File: src/rtl/seg7_scan_ctrl.sv
// Time-multiplexed scan controller driving one shared BCD-to-7-segment decoder across NDIGITS digits.
// Double-buffered frame with tear-free commit, anti-ghosting blank interval and 8-level brightness gating.
module seg7_scan_ctrl #(
    parameter int unsigned NDIGITS      = 4,
    parameter int unsigned REFRESH_BITS = 12,
    parameter int unsigned BLANK_CYCLES = 16
) (
    input  logic               i_clk,
    input  logic               i_reset_n,
    input  logic               i_wr_en,
    input  logic [2:0]         i_wr_idx,
    input  logic [4:0]         i_wr_val,
    input  logic               i_commit,
    input  logic [2:0]         i_bright,
    output logic [3:0]         o_val,
    output logic               o_dec,
    output logic [NDIGITS-1:0] o_digit_en,
    output logic               o_frame_start,
    output logic               o_commit_pending
);
    localparam int unsigned IDX_W = $clog2(NDIGITS);
    localparam int unsigned DIG_W = 5;

    localparam logic [REFRESH_BITS-1:0] T_MAX    = '1;
    localparam logic [REFRESH_BITS-1:0] T_BLANK  = REFRESH_BITS'(BLANK_CYCLES);
    localparam logic [IDX_W-1:0]        IDX_LAST = IDX_W'(NDIGITS - 1);
    localparam logic [3:0]              NDIG_4   = 4'(NDIGITS);

    localparam logic [1:0] ST_BLANK = 2'd0;
    localparam logic [1:0] ST_ON    = 2'd1;
    localparam logic [1:0] ST_OFF   = 2'd2;

    logic                          run_q;
    logic [REFRESH_BITS-1:0]       t_q, t_d;
    logic [IDX_W-1:0]              idx_q, idx_d;
    logic [1:0]                    state_q, state_d;
    logic [NDIGITS-1:0][DIG_W-1:0] shadow_q, active_q, active_d;
    logic                          pending_d;
    logic                          boundary, load, wr_ok, gate;
    logic [NDIGITS-1:0]            en_d;
    logic [DIG_W-1:0]              digit_d;
    logic                          fs_d;

    // Next-state and registered-output computation; outputs describe the cycle after the edge.
    always_comb begin
        t_d       = t_q;
        idx_d     = idx_q;
        active_d  = active_q;
        pending_d = o_commit_pending;
        state_d   = ST_BLANK;
        en_d      = '0;
        digit_d   = {o_dec, o_val};

        // The first edge after reset only arms the scan, so cycle 0 shows t = 0, idx = 0.
        if (run_q) begin
            t_d = t_q + REFRESH_BITS'(1);
            if (t_q == T_MAX) begin
                idx_d = (idx_q == IDX_LAST) ? '0 : idx_q + IDX_W'(1);
            end
        end

        boundary = run_q && (t_q == T_MAX) && (idx_q == IDX_LAST);
        load     = boundary && (o_commit_pending || i_commit);
        wr_ok    = i_wr_en && ({1'b0, i_wr_idx} < NDIG_4);

        if (load) begin
            active_d  = shadow_q;
            pending_d = 1'b0;
        end else if (i_commit) begin
            pending_d = 1'b1;
        end

        gate = (t_d[REFRESH_BITS-1 -: 3] <= i_bright);
        case (state_q)
            ST_BLANK: begin
                if (t_d >= T_BLANK) state_d = gate ? ST_ON : ST_OFF;
                else                state_d = ST_BLANK;
            end
            ST_ON, ST_OFF: begin
                if (t_d < T_BLANK) state_d = ST_BLANK;
                else               state_d = gate ? ST_ON : ST_OFF;
            end
            default: state_d = ST_BLANK;
        endcase

        if (state_d == ST_ON) en_d = NDIGITS'(1) << idx_d;

        // Decoder inputs change only at slot start, well ahead of the enable.
        if (t_d == '0) digit_d = active_d[idx_d];

        fs_d = (t_d == '0) && (idx_d == '0);
    end

    always_ff @(posedge i_clk or negedge i_reset_n) begin
        if (!i_reset_n) begin
            run_q            <= 1'b0;
            t_q              <= '0;
            idx_q            <= '0;
            state_q          <= ST_BLANK;
            shadow_q         <= '0;
            active_q         <= '0;
            o_commit_pending <= 1'b0;
            o_digit_en       <= '0;
            o_val            <= '0;
            o_dec            <= 1'b0;
            o_frame_start    <= 1'b0;
        end else begin
            run_q            <= 1'b1;
            t_q              <= t_d;
            idx_q            <= idx_d;
            state_q          <= state_d;
            active_q         <= active_d;
            o_commit_pending <= pending_d;
            o_digit_en       <= en_d;
            o_val            <= digit_d[3:0];
            o_dec            <= digit_d[4];
            o_frame_start    <= fs_d;
            if (wr_ok) shadow_q[IDX_W'(i_wr_idx)] <= i_wr_val;
        end
    end

endmodule
File: config.mk
export PLATFORM = sky130hd
export DESIGN_NAME = seg7_scan_ctrl
export DESIGN_NICKNAME = d
export VERILOG_FILES = /design/src/rtl/seg7_scan_ctrl.sv
export SDC_FILE = /design/constraint.sdc
export NUM_CORES = 1
export LEC_CHECK = 0
export BUFFER_PORTS_ARGS = -buffer_cell sky130_fd_sc_hd__buf_2
export CORE_ASPECT_RATIO = 1.2
export CORE_UTILIZATION = 28
export DETAILED_ROUTE_END_ITERATION = 16
export GPL_TIMING_DRIVEN = 1
export HOLD_SLACK_MARGIN = 0.08
export SYNTH_ARGS = -nofsm -noshare
export SYNTH_HDL_FRONTEND = slang
export SYNTH_SLANG_ARGS = --single-unit
File: constraint.sdc
create_clock -name i_clk -period 3.4 [get_ports i_clk]
set_clock_uncertainty 0.1 [all_clocks]
set_input_delay 0.51 -clock i_clk [delete_from_list [all_inputs] [get_ports i_clk]]
set_output_delay 0.51 -clock i_clk [all_outputs]
set_load 0.03 [all_outputs]
==> results of run 1 <==
[logic make-up (layout without fill, tap and decap cells)]
| kind of cell | count (synthesis) | after routing | share of synthesized area |
|---|---|---|---|
| mux | 48 | 48 | 0.1741 |
| xor+xnor | 12 | 12 | 0.03159 |
| flops | 68 | 68 | 0.5115 |
| fa+ha+maj | 7 | 7 | 0.02632 |
| simple gates | 61 | 61 | 0.1117 |
| other cells | 1 | 1 | 0.001127 |
| compound gates | 47 | 47 | 0.1102 |
| buf+inv | 23 | 59 | 0.03347 |
[registers in the layout, summed over array words and instances, names as in the netlist]
signal and flops:
o_digit_en 4, idx_q 2, active_q 20, o_val 4
run_q 1, shadow_q 20, o_frame_start 1, o_dec 1
o_commit_pending 1, state_q 2, t_q 12
[per-layer routing]
layer / share of wire / track usage
met1: 0.49 / 0.1659
met2: 0.47 / 0.1812
met3: 0.036 / 0.02304
met4: 0.0081 / 0.04348
met5: 0 / 0
[layout by cell type, fill, tap and decap left out, types with 3 or more instances in the layout]
| master | synthesis | final |
|---|---|---|
| nand3_1 | 8 | 8 |
| xor2_1 | 4 | 4 |
| buf_2 | 5 | 25 |
| inv_1 | 10 | 10 |
| mux4_2 | 4 | 4 |
| clkbuf_16 | 0 | 9 |
| mux2_1 | 5 | 5 |
| mux2_2 | 34 | 34 |
| a211o_1 | 4 | 4 |
| and4_1 | 4 | 4 |
| a31oi_1 | 10 | 10 |
| ha_1 | 7 | 7 |
| xnor2_1 | 8 | 8 |
| nor2_1 | 10 | 10 |
| nand2_1 | 8 | 8 |
| dfrtp_1 | 68 | 68 |
| a22o_1 | 4 | 4 |
| buf_4 | 1 | 7 |
| mux2i_1 | 5 | 5 |
| o21ai_0 | 10 | 10 |
| and3_1 | 3 | 3 |
| nand4_1 | 9 | 9 |
[final cells by class]
type,instances,area (sq um),share of cell area
inverter,11,41.29,0.01044
multi-input combinational,176,1514,0.3827
timing repair buffer,32,177.7,0.04491
sequential,68,1702,0.4301
clock inverter,6,86.33,0.02182
tap,157,196.4,0.04965
clock buffer,10,239.0,0.06040
[synthesized netlist by cell type, types with 2 or more instances]
cell | instances | area (sq um)
a31oi_1 | 10 | 62.56
mux2_2 | 34 | 382.9
and2_1 | 2 | 12.51
nand3_1 | 8 | 40.04
nor2_1 | 10 | 37.54
buf_6 | 2 | 22.52
and3_1 | 3 | 18.77
xnor2_1 | 8 | 70.07
nor4_1 | 2 | 12.51
o211ai_1 | 2 | 15.01
xor2_1 | 4 | 35.03
buf_2 | 5 | 25.02
nor3b_1 | 2 | 15.01
or2_2 | 2 | 12.51
nor3_1 | 2 | 10.01
dfrtp_1 | 68 | 1702
mux2i_1 | 5 | 50.05
mux4_2 | 4 | 90.09
clkbuf_1 | 3 | 11.26
o31a_1 | 2 | 17.52
mux2_1 | 5 | 56.30
inv_1 | 10 | 37.54
nand4_1 | 9 | 56.30
nand2_1 | 8 | 30.03
ha_1 | 7 | 87.58
nor4bb_1 | 2 | 20.02
a211o_1 | 4 | 35.03
o21ai_0 | 10 | 50.05
and4_1 | 4 | 35.03
a22o_1 | 4 | 35.03
[power breakdown]
part           leakage, nW  switching (mW)  internal, mW
Combinational        0.720           0.280         0.216
Sequential           0.866           0.137         0.952
Clock                0.159           0.343         0.661
Total                 1.75           0.759          1.83
[how the worst max path moves through the flow]
| stage | cells past startpoint | endpoint | startpoint |
|---|---|---|---|
| after floorplan | 11 | o_digit_en[3] | t_q[0] |
| after global placement | 11 | o_digit_en[3] | t_q[0] |
| after detailed placement | 10 | o_digit_en[2] | t_q[0] |
| after CTS | 10 | o_digit_en[2] | t_q[0] |
| after global routing | 10 | o_digit_en[1] | t_q[0] |
| final | 10 | o_digit_en[2] | t_q[0] |
[metrics by stage]
step / cell area [sq um] / util
after global placement: 3631 / 0.3139
after detailed placement: 3631 / 0.3139
final: 3956 / 0.3420
after global routing: 3956 / 0.3420
after CTS: 3956 / 0.3420
after floorplan: 3327 / -
==> reports/metrics.csv, run 1 <==
metric,value,unit
Seq cells post-synth,68,
Leakage,1.745,nW
Avg WL per Cell,14.53,um
post-CTS resize count,0,
initial core utilization,0.2876,
CTS sink count,68,
"Max FO, Critical Path",8,
total setup buffers inserted after CTS,0,
final net count,320,
WHS,278.1,ps
root buffer cell,clkbuf_16,
Critical-path top delay cell,dfrtp_1,
CP Capture Type,register,
Critical R2R Capture,o_digit_en[2],
Core Area,11570,sq um
Clock Latency Late Sink,330,ps
setup TNS,0,ps
worst reg-to-reg setup slack,360,ps
Tmin final,3036,ps
sequential share of the synthesized area,0.5115,
Pwr Total,2.589,mW
Pwr per Cell Area,654.3,nW/um^2
R2R Path Start,t_q[0],
DIE HEIGHT,121.4,um
via count,2206,
CP Cell Sequence,ha_1 -> nand4_2 -> o31a_1 -> or2_2 -> ha_1 -> nor2b_1 -> o21ai_0 -> a32oi_1 -> a311o_1 -> nor3b_1,
# DRC,0,
routed vias/inst,4.796,
num ports,26,
status,finished clean,
"Slew Viols, Final",0,
Cells after Synth,267,
DRT Pass-1 Iters,5,
Mapped Avg Cell Area,12.46,sq um
max-cap check violation count,0,
PortBufs,25,
FF-to-FF path depth,10,
first-iteration detailed-routing DRC count,107,
Critical Path AT,3170,ps
"delay-heaviest family, CP",compound AO/OA/AOI/OAI gates,
max incr delay on CP,450,ps
Final setup viols,0,
largest net degree at the start of global routing,69,
WP buf/inv,0,
pre-CTS WS,358.5,ps
DPL Wire Length,4829,um
Worst-Margin Slew,851.6,ps
prevailing post-synth register cell,dfrtp_1,
Final Cycle Share,0.8928,
worst vdd ir,0.1991,mV
GPL Wtd Cong,0.8033,
Final Instance Count excl. Fillers,460,
syn_nets,289,
most frequent cell on the critical path,ha_1,
Crit path required time,3540,ps
FP Rows,43,
hold buffer count at cts,0,
routed wire length,6682,um
asr flop ratio synth,1.000,
Fill cells,1133,
area grow syn2layout,18.92,%
ant diodes,0,
mapped cell area,3327,sq um
final worst-path setup slack,364.4,ps
first-pass GRT wire length,11150,um
crit path kind,register to register,
dpl cells,444,
Cell variety after synth,56,
FMAX,329.4,MHz
crit path launch type,register,
Final Hold Vio Count,0,
number of enable flip-flop cells after synthesis,0,
fraction of layout cells with a size suffix above 1,0.3168,
Max-slew headroom,0.4323,
initial antenna violation count,0,
vias in the first global route,2160,
HP Class,input pin to async pin,
RSZ-0062 raised after global routing,false,
H-tree depth,3,
Yosys Warn Count,0,
total gr overflow,0,
CTS buffer count,9,
Die ar.,12320,sq um
CTS tree,built,
DRT antenna net count,0,
clk buf depth,2,
"Reg clk slew, reported paths",60,ps
Die W,101.5,um
gr usage total,0.1189,
Note: power is estimated with default switching activity, not from simulation.
==> run 2, diff against run 1 <==
--- a/config.mk
+++ b/config.mk
@@ -11,6 +11,8 @@
 export DETAILED_ROUTE_END_ITERATION = 16
 export GPL_TIMING_DRIVEN = 1
 export HOLD_SLACK_MARGIN = 0.08
+export PLACE_DENSITY = 0.54
+export SKIP_CTS_REPAIR_TIMING = 1
 export SYNTH_ARGS = -nofsm -noshare
 export SYNTH_HDL_FRONTEND = slang
 export SYNTH_SLANG_ARGS = --single-unit
==> constraint.sdc (replaced) <==
create_clock -name i_clk -period 2.6 [get_ports i_clk]
set_clock_uncertainty 0.1 [all_clocks]
set_input_delay 0.39 -clock i_clk [delete_from_list [all_inputs] [get_ports i_clk]]
set_output_delay 0.39 -clock i_clk [all_outputs]
set_load 0.03 [all_outputs]
==> reports/metrics.csv, run 2 (synthesized netlist as in run 1, its figures left out) <==
metric,value,unit,change
DIE HEIGHT,121.4,um,unchanged
Hold Path Stages,2,,
Core Area,11570,sq um,unchanged
final net count,346,,+8.1%
DRT Pass-1 Iters,4,,-1
Pwr per Cell Area,820.9,nW/um^2,+25%
pre-CTS WS,35.21,ps,-323.3 ps
Critical R2R Capture,o_digit_en[3],,
total gr overflow,0,,unchanged
GPL Wtd Cong,0.7791,,-3.0%
placed inst area,3840,sq um,+5.8%
DPL Wire Length,5389,um,+12%
FF-to-FF path depth,11,,+1
final worst-path setup slack,107.5,ps,-256.9 ps
Die W,101.5,um,unchanged
"Reg clk slew, reported paths",50,ps,about the same
status,finished clean,,
num ports,26,,unchanged
Critical Path AT,2660,ps,-510 ps
final instance area,4175,sq um,+5.5%
Final Hold Vio Count,0,,unchanged
Crit path required time,2760,ps,-780 ps
HP Class,input pin to register,,
Clock Latency Late Sink,330,ps,about the same
gr usage total,0.1331,,+0.01424
Most Crowded Layer GR,met2,,
GRT met1 Usage,0.1717,,+0.005800
routed wire length,7318,um,+9.5%
Worst Hold Launch,i_wr_val[3],,
"Slew Viols, Final",0,,unchanged
Avg WL per Cell,15.06,um,+3.7%
"most common cell after layout, fill and taps aside",dfrtp_1,,
Regs by FF count,"active_q: 20 flops, shadow_q: 20 flops, t_q: 12 flops",,
ant diodes,0,,unchanged
CTS buffer count,9,,unchanged
crit path launch,t_q[0],,
max-cap check violation count,0,,unchanged
worst reg-to-reg setup slack,110,ps,-260 ps
met2 Use GR,0.2065,,+0.02534
CTS sink count,68,,unchanged
crit path launch type,register,,
H-tree depth,3,,unchanged
GR Layer Usage met3,0.04032,,+0.01728
Tmin final,2493,ps,-543.1 ps
Worst Hold Path EP,shadow_q[18],,
crit path kind,register to register,,
Die ar.,12320,sq um,unchanged
worst vdd ir,0.3739,mV,+88%
initial antenna violation count,0,,unchanged
fraction of layout cells with a size suffix above 1,0.3799,,+0.06311
initial core utilization,0.2876,,unchanged
Final Cycle Share,0.9587,,+0.06583
CP Capture Type,register,,
FP Rows,43,,unchanged
RSZ-0062 raised after global routing,true,,
CTS tree,built,,
"commonest non-fill, non-tap cells in the layout","dfrtp_1, mux2_2, buf_4",,
R2R Path Start,t_q[0],,
# DRC,0,,unchanged
first-iteration detailed-routing DRC count,75,,-30%
Leakage,1.858,nW,+6.5%
clk buf depth,2,,unchanged
root buffer cell,clkbuf_16,,
routed vias/inst,4.747,,-1.0%
FMAX,401.2,MHz,+22%
Final setup viols,0,,unchanged
DRT antenna net count,0,,unchanged
"Max FO, Critical Path",4,,-4
first-pass GRT wire length,12440,um,+12%
PortBufs,25,,unchanged
largest net degree at the start of global routing,38,,-45%
area grow syn2layout,25.50,%,
via count,2307,,+4.6%
WHS,244.8,ps,-33.35 ps
vias in the first global route,2462,,+14%
## run 2: cell types whose count changed in the layout (fill, tap and decap cells not counted), sizes merged
cell | before | now
clkbuf | 10 | 12
dlygate4sd3 | 0 | 1
clkinv | 2 | 3
inv | 12 | 11
clkinvlp | 1 | 0
bufinv | 2 | 1
buf | 32 | 57
## run 2: metrics by stage
stage               utilization  instances  TNS [ps]  power [mW]
global route             0.3610        486    -5.767       3.627
finish                   0.3610        486         0       3.427
global placement         0.3320        467         0       2.214
detailed placement       0.3320        467         0       2.231
CTS                      0.3575        483         0       3.459
floorplan                     -        267         0       1.946
## run 2: worst max path at each step
stage                          endpoint  slack [ps]  depth (start not counted)
after floorplan           o_digit_en[3]          40                         10
after global placement    o_digit_en[3]          70                         11
after detailed placement  o_digit_en[1]          40                         10
after CTS                 o_digit_en[1]          20                         10
after global routing      o_digit_en[2]          -6                         10
final                     o_digit_en[3]         110                         11
## run 2: final cells by class
cell class / instances / area [sq um]
multi-input cells: 176 / 1563
inverters: 11 / 41.29
flip-flops and latches: 68 / 1704
fillers: 1131 / 7392
clock buffers: 12 / 246.5
well taps: 157 / 196.4
repair buffers: 58 / 375.4
clock inverters: 4 / 48.80
## run 2: routing by layer
layer,vias up,routed length [um]
li1,1119,-
met3,17,214
met5,-,0
met4,0,194
met1,1129,3491
met2,42,3417
## run 2: worst max-delay path, stage by stage (launching register included)
cell and delay, ps:
dfrtp_2 380, ha_4 150, nand4_4 90, o31a_1 320, or2_4 250, ha_4 240
nor2b_4 120, o21ai_1 120, a32oi_1 80, a311o_1 340, inv_2 70, and3_4 160
## run 2: power by group
part	internal, mW	switching (mW)
combinational	0.378	0.472
clock	0.767	0.437
sequential	1.25	0.125
